`src/rtl/tpm_reg_arbiter.sv`:
```
// tpm_reg_arbiter: shares one TPM register file between the SPI front-end and
// on-chip firmware. A single access runs at a time. SPI wins ties unless
// firmware has been passed over STARVE_MAX consecutive times.
//
// Ports
//   clk_i, reset_i                 clock, synchronous active-high reset
//   spi_req_i/we_i/addr_i/wdata_i  SPI request (level, held until ack)
//   spi_ack_o, spi_rdata_o         SPI completion pulse and read data
//   spi_wait_o                     wait-state request to the SPI front-end
//   fw_*                           firmware requester, same meaning as spi_*
//   reg_addr_o, reg_data_o         register-file address / write data
//   reg_wr_o, reg_rd_o             one-cycle write / read strobes
//   reg_rdata_i                    register-file read data, RD_LAT after reg_rd_o
module tpm_reg_arbiter #(
    parameter int unsigned ADDR_W     = 16,
    parameter int unsigned DATA_W     = 8,
    parameter int unsigned RD_LAT     = 1,
    parameter int unsigned STARVE_MAX = 4
) (
    input  logic              clk_i,
    input  logic              reset_i,

    input  logic              spi_req_i,
    input  logic              spi_we_i,
    input  logic [ADDR_W-1:0] spi_addr_i,
    input  logic [DATA_W-1:0] spi_wdata_i,
    output logic              spi_ack_o,
    output logic [DATA_W-1:0] spi_rdata_o,
    output logic              spi_wait_o,

    input  logic              fw_req_i,
    input  logic              fw_we_i,
    input  logic [ADDR_W-1:0] fw_addr_i,
    input  logic [DATA_W-1:0] fw_wdata_i,
    output logic              fw_ack_o,
    output logic [DATA_W-1:0] fw_rdata_o,

    output logic [ADDR_W-1:0] reg_addr_o,
    output logic [DATA_W-1:0] reg_data_o,
    output logic              reg_wr_o,
    output logic              reg_rd_o,
    input  logic [DATA_W-1:0] reg_rdata_i
);

    localparam int unsigned LAT_W    = 3;
    localparam int unsigned STARVE_W = 4;
    localparam logic        OWNER_SPI = 1'b0;
    localparam logic        OWNER_FW  = 1'b1;
    localparam logic [LAT_W-1:0]    LAT_LAST   = LAT_W'(RD_LAT);
    localparam logic [STARVE_W-1:0] STARVE_LIM = STARVE_W'(STARVE_MAX);

    typedef enum logic [1:0] {
        IDLE  = 2'd0,
        ISSUE = 2'd1,
        RWAIT = 2'd2,
        ACK   = 2'd3
    } state_e;

    state_e              state_q, state_d;
    logic                owner_q, owner_d;
    logic                we_q, we_d;
    logic [ADDR_W-1:0]   addr_q, addr_d;
    logic [DATA_W-1:0]   wdata_q, wdata_d;
    logic [LAT_W-1:0]    lat_q, lat_d;
    logic [STARVE_W-1:0] starve_q, starve_d;
    logic                reg_wr_q, reg_wr_d;
    logic                reg_rd_q, reg_rd_d;
    logic                spi_ack_q, spi_ack_d;
    logic                fw_ack_q, fw_ack_d;
    logic [DATA_W-1:0]   spi_rdata_q, spi_rdata_d;
    logic [DATA_W-1:0]   fw_rdata_q, fw_rdata_d;

    // Arbitration: FW wins when alone or when SPI has starved it long enough.
    logic              grant_fw_c;
    logic              sel_we_c;
    logic [ADDR_W-1:0] sel_addr_c;
    logic [DATA_W-1:0] sel_wdata_c;

    assign grant_fw_c  = fw_req_i & (~spi_req_i | (starve_q == STARVE_LIM));
    assign sel_we_c    = grant_fw_c ? fw_we_i    : spi_we_i;
    assign sel_addr_c  = grant_fw_c ? fw_addr_i  : spi_addr_i;
    assign sel_wdata_c = grant_fw_c ? fw_wdata_i : spi_wdata_i;

    // Next-state and registered-output logic.
    always_comb begin
        state_d     = state_q;
        owner_d     = owner_q;
        we_d        = we_q;
        addr_d      = addr_q;
        wdata_d     = wdata_q;
        lat_d       = lat_q;
        starve_d    = starve_q;
        reg_wr_d    = 1'b0;
        reg_rd_d    = 1'b0;
        spi_ack_d   = 1'b0;
        fw_ack_d    = 1'b0;
        spi_rdata_d = spi_rdata_q;
        fw_rdata_d  = fw_rdata_q;

        case (state_q)
            IDLE: begin
                // Starvation count only grows while FW is actually waiting.
                if (!fw_req_i || grant_fw_c) begin
                    starve_d = '0;
                end else if (starve_q != STARVE_LIM) begin
                    starve_d = starve_q + STARVE_W'(1);
                end
                if (spi_req_i || fw_req_i) begin
                    state_d  = ISSUE;
                    owner_d  = grant_fw_c ? OWNER_FW : OWNER_SPI;
                    we_d     = sel_we_c;
                    addr_d   = sel_addr_c;
                    wdata_d  = sel_wdata_c;
                    reg_wr_d = sel_we_c;
                    reg_rd_d = ~sel_we_c;
                end
            end
            ISSUE: begin
                if (we_q) begin
                    state_d   = ACK;
                    spi_ack_d = (owner_q == OWNER_SPI);
                    fw_ack_d  = (owner_q == OWNER_FW);
                end else begin
                    state_d = RWAIT;
                    lat_d   = LAT_W'(1);
                end
            end
            RWAIT: begin
                // lat_q counts cycles since ISSUE; capture on the last one.
                if (lat_q == LAT_LAST) begin
                    state_d   = ACK;
                    spi_ack_d = (owner_q == OWNER_SPI);
                    fw_ack_d  = (owner_q == OWNER_FW);
                    if (owner_q == OWNER_SPI) begin
                        spi_rdata_d = reg_rdata_i;
                    end else begin
                        fw_rdata_d = reg_rdata_i;
                    end
                end else begin
                    lat_d = lat_q + LAT_W'(1);
                end
            end
            ACK: begin
                state_d = IDLE;
                addr_d  = '0;
                wdata_d = '0;
                lat_d   = '0;
            end
            default: begin
                state_d = IDLE;
            end
        endcase
    end

    // State and output registers.
    always_ff @(posedge clk_i) begin
        if (reset_i) begin
            state_q     <= IDLE;
            owner_q     <= OWNER_SPI;
            we_q        <= 1'b0;
            addr_q      <= '0;
            wdata_q     <= '0;
            lat_q       <= '0;
            starve_q    <= '0;
            reg_wr_q    <= 1'b0;
            reg_rd_q    <= 1'b0;
            spi_ack_q   <= 1'b0;
            fw_ack_q    <= 1'b0;
            spi_rdata_q <= '0;
            fw_rdata_q  <= '0;
        end else begin
            state_q     <= state_d;
            owner_q     <= owner_d;
            we_q        <= we_d;
            addr_q      <= addr_d;
            wdata_q     <= wdata_d;
            lat_q       <= lat_d;
            starve_q    <= starve_d;
            reg_wr_q    <= reg_wr_d;
            reg_rd_q    <= reg_rd_d;
            spi_ack_q   <= spi_ack_d;
            fw_ack_q    <= fw_ack_d;
            spi_rdata_q <= spi_rdata_d;
            fw_rdata_q  <= fw_rdata_d;
        end
    end

    // Strobes and acks are masked during reset so none is seen in a reset cycle.
    assign reg_wr_o    = reg_wr_q  & ~reset_i;
    assign reg_rd_o    = reg_rd_q  & ~reset_i;
    assign spi_ack_o   = spi_ack_q & ~reset_i;
    assign fw_ack_o    = fw_ack_q  & ~reset_i;
    assign reg_addr_o  = addr_q;
    assign reg_data_o  = wdata_q;
    assign spi_rdata_o = spi_rdata_q;
    assign fw_rdata_o  = fw_rdata_q;

    // Hold off the SPI front-end until its own access reaches ACK.
    assign spi_wait_o  = spi_req_i & ~((state_q == ACK) & (owner_q == OWNER_SPI));

endmodule

```
`config.mk`:
```
export PLATFORM = sky130hd
export DESIGN_NAME = tpm_reg_arbiter
export DESIGN_NICKNAME = d
export VERILOG_FILES = /design/src/rtl/tpm_reg_arbiter.sv
export SDC_FILE = /design/constraint.sdc
export NUM_CORES = 1
export LEC_CHECK = 0
export CAP_MARGIN = 20
export CELL_PAD_IN_SITES_DETAIL_PLACEMENT = 0
export CELL_PAD_IN_SITES_GLOBAL_PLACEMENT = 1
export CORE_ASPECT_RATIO = 1.5
export CORE_MARGIN = 3
export CORE_UTILIZATION = 33
export DETAILED_ROUTE_END_ITERATION = 8
export PLACE_DENSITY_LB_ADDON = 0.1
export SYNTH_ARGS = -nofsm -noshare
export SYNTH_HDL_FRONTEND = slang
export SYNTH_SLANG_ARGS = --single-unit
```
`constraint.sdc`:
```
create_clock -name clk_i -period 2.3 [get_ports clk_i]
set_input_delay 0.345 -clock clk_i [delete_from_list [all_inputs] [get_ports clk_i]]
set_output_delay 0.345 -clock clk_i [all_outputs]
set_load 0.01 [all_outputs]
```
==> impl_metrics.yaml <==
hold_path:
  hp-class: "reg -> reg"
  min_to: "fw_rdata_o[5]$_SDFFE_PP0P_"
  hold_path_depth: 2
  min_from: "fw_rdata_o[5]$_SDFFE_PP0P_"
clock_tree:
  cts_tree: "yes"
  cts-root-buf: "clkbuf_8"
  htreeDepth: 2
  cts_resized: 0
  insertion_delay_ns: 0.31
  cts.clk_slew.worst_paths_ns: 0.09
  hold_buffers: 0
  cts_setup_buffers: 0
  cts_buffer_depth: 2
  clock-sinks: 55
  numCtsBuffers: 5
synthesis:
  synth_area_per_cell_um2: 9.86
  syn_area_um2: 2420
  synth_edf_count: 0
  synth_warnings: 0
  async_reset_ff_share_pct: 0
  mappedNetlistNets: 316
  ys_types: 39
  ys_seq_area_share_pct: 45.6
  synth_top_area_share_pct: 45.6
  ys_seq_elements: 55
  ys_top_cells_by_area: "dfxtp_1 (46%), mux2i_1 (11%), o2bb2ai_1 (8.3%)"
  synth_top_area_cell: "dfxtp_1"
  synthFlopType: "dfxtp_1"
  netlist_instances: 245
route:
  ant_nets: 0
  routedWlPerCell_um: 13.8
  drtPass1Iterations: 4
  drt-initial-drc-count: 46
  via_count: 2129
  drc_errors: 0
  wl_um: 6210
  viasPerCell: 4.73
timing:
  setup_ws_ns: 0.187
  min_period_over_period_pct: 91.8
  skew_ns: 0.00597
  max-slew-margin-rel_pct: 61.6
  period_needed_ns: 2.11
  setup_tns_ns: 0
  setup_violations: 0
  slew_violations: 0
  whs_ns: 0.457
  grt_setup_unrepaired: "no"
  hold_viol: 0
  tightestPinTransition_ns: 0.569
  fmax_mhz: 473
setup_path:
  ff2ff_setup_slack_ns: 0.53
  crit_slowest_cell: "clkdlybuf4s50_1"
  cp-end-kind: "primary output"
  worst_r2r_endpoint: "lat_q[1]$_SDFFE_PP0P_"
  slowest_delay_ns: 0.58
  r2r_cells: 6
  cp.arrival_ns: 1.77
  cp.required_ns: 1.96
  start_kind: "flip-flop"
  reg2reg_from: "state_q[0]$_SDFFE_PP0P_"
  worstPathMaxFanout: 6
  worstPathCellList: "ha_1, a21boi_0, clkdlybuf4s50_1"
  crit_buf_inv: 1
  crit_family: "buffers and inverters"
  path_class: "reg -> out"
placed_design:
  pre_cts_slack_ns: 0.286
  place.gp.congestion: 0.775
  portBuffers: 106
  hpwl_um: 4800
  place_inst: 442
finish:
  stdcell_count: 450
  layout_commonest_cell: "clkdlybuf4s50_1"
  final_cell_mix: "clkdlybuf4s50_1 (106), dfxtp_1 (55), nand2_1 (37)"
  fin_nets: 423
  diodes: 0
  drive_gt1_share_pct: 5.38
  fill_cells: 692
  syn_to_final_growth_pct: 50.9
global_routing:
  grt_pass1_wl_um: 9800
  grt_max_degree: 25
  grt.total_usage_pct: 14.7
  overflow: 0
  grt_antenna_before_repair: 0
  grt_pass1_vias: 2029
die:
  initial_core_util_pct: 34.6
  die-height_um: 111
  ios: 107
  num_rows: 37
  die_w_um: 75.9
  core_area_um2: 6990
  die_area_um2: 8410
power:
  vdd_drop_max_uv: 720
  power_frac_clock_pct: 19.3
  pwr-share-seq_pct: 41.5
  power.switching_uw: 1010
  combinationalPowerShare_pct: 39.2
  p_total_uw: 3040
  p_leak_uw: 0.00133
  intPower_uw: 2030
  power_density_nw_per_um2: 833
  p_sw_share_pct: 33.3
flow_run:
  drv_cap: 0
outcome:
  outcome: "finished clean"
[power by group through the flow]
stage / combinational (uW) / clock, uW / sequential (uW)
global route: 1330 / 645 / 1290
finish: 1190 / 586 / 1260
floorplan: 654 / 0 / 1330
detailed placement: 1210 / 0 / 1280
CTS: 1220 / 609 / 1260
global placement: 1190 / 0 / 1280
[synthesized netlist by cell type, types with 2 or more instances]
cell type / n
nor2_1: 14
nand3b_1: 2
o21ai_0: 2
buf_6: 5
a22oi_1: 2
nor2b_1: 4
or3_1: 2
nor3_1: 2
a21oi_1: 22
inv_1: 9
buf_2: 2
xor2_1: 2
nand2_1: 37
o2bb2ai_1: 23
dfxtp_1: 55
ha_1: 9
clkbuf_1: 4
nor4b_1: 2
mux2i_1: 27
[worst max-delay path by stage]
stage	slack, ns	cells after the start	from	to
after floorplan	0.77	6	state_q[0]$_SDFFE_PP0P_	lat_q[1]$_SDFFE_PP0P_
after global routing	0.01	3	state_q[0]$_SDFFE_PP0P_	spi_wait_o
after CTS	0.15	3	state_q[0]$_SDFFE_PP0P_	spi_wait_o
after global placement	0.31	3	reset_i	reg_rd_o
final	0.19	3	state_q[0]$_SDFFE_PP0P_	spi_wait_o
after detailed placement	0.29	3	reset_i	spi_ack_o
[through the flow]
stage | cell area (um^2) | utilization [%]
floorplan | 2420 | -
global placement | 3540 | 50.7
detailed placement | 3540 | 50.7
CTS | 3650 | 52.2
global route | 3650 | 52.2
finish | 3650 | 52.2
[final cells by class]
class	instances	area (um^2)	share of cell area, %
repair buffers	113	1110	30.5
multi-input cells	168	1170	32.2
inverters	9	33.8	0.927
well taps	97	121	3.33
flip-flops and latches	55	1100	30.2
clock inverters	1	7.51	0.206
clock buffers	7	96.3	2.64
[cells by family (layout without fill, tap and decap cells)]
group | Yosys count | count (layout) | share of synthesized area, %
adder cells (fa/ha/maj) | 9 | 9 | 4.66
AO/OA/AOI/OAI | 59 | 59 | 18.0
flip-flops | 55 | 55 | 45.6
buffers and inverters | 22 | 130 | 6.21
XOR/XNOR | 3 | 3 | 1.09
AND/OR/NAND/NOR | 70 | 70 | 13.3
multiplexers | 27 | 27 | 11.2
[routing by layer]
layer  routed length (um)  part of all wire [%]  up-vias  track usage (%)
met1                 2720                    44      968             18.7
li1                     -                     -     1075                -
met5                    0                     0        -                0
met2                 2900                    47       81             23.8
met4                   80                   1.3        0             4.20
met3                  511                   8.2        5             3.81
[worst register-to-register path, stage by stage (launching register included)]
cell and delay, ns:
dfxtp_1 0.43, inv_1 0.11, ha_1 0.29, nand3b_1 0.16
o311ai_0 0.22, or3_1 0.36, a21oi_1 0.14
[flip-flops by register name, indices dropped and copies added, names as in the netlist, 2 cells and up]
register and flops:
starve_q 4, state_q 2, fw_rdata_o 8, spi_rdata_o 8, lat_q 3, reg_addr_o 16
reg_data_o 8
Power figures use the tool's default switching activity.
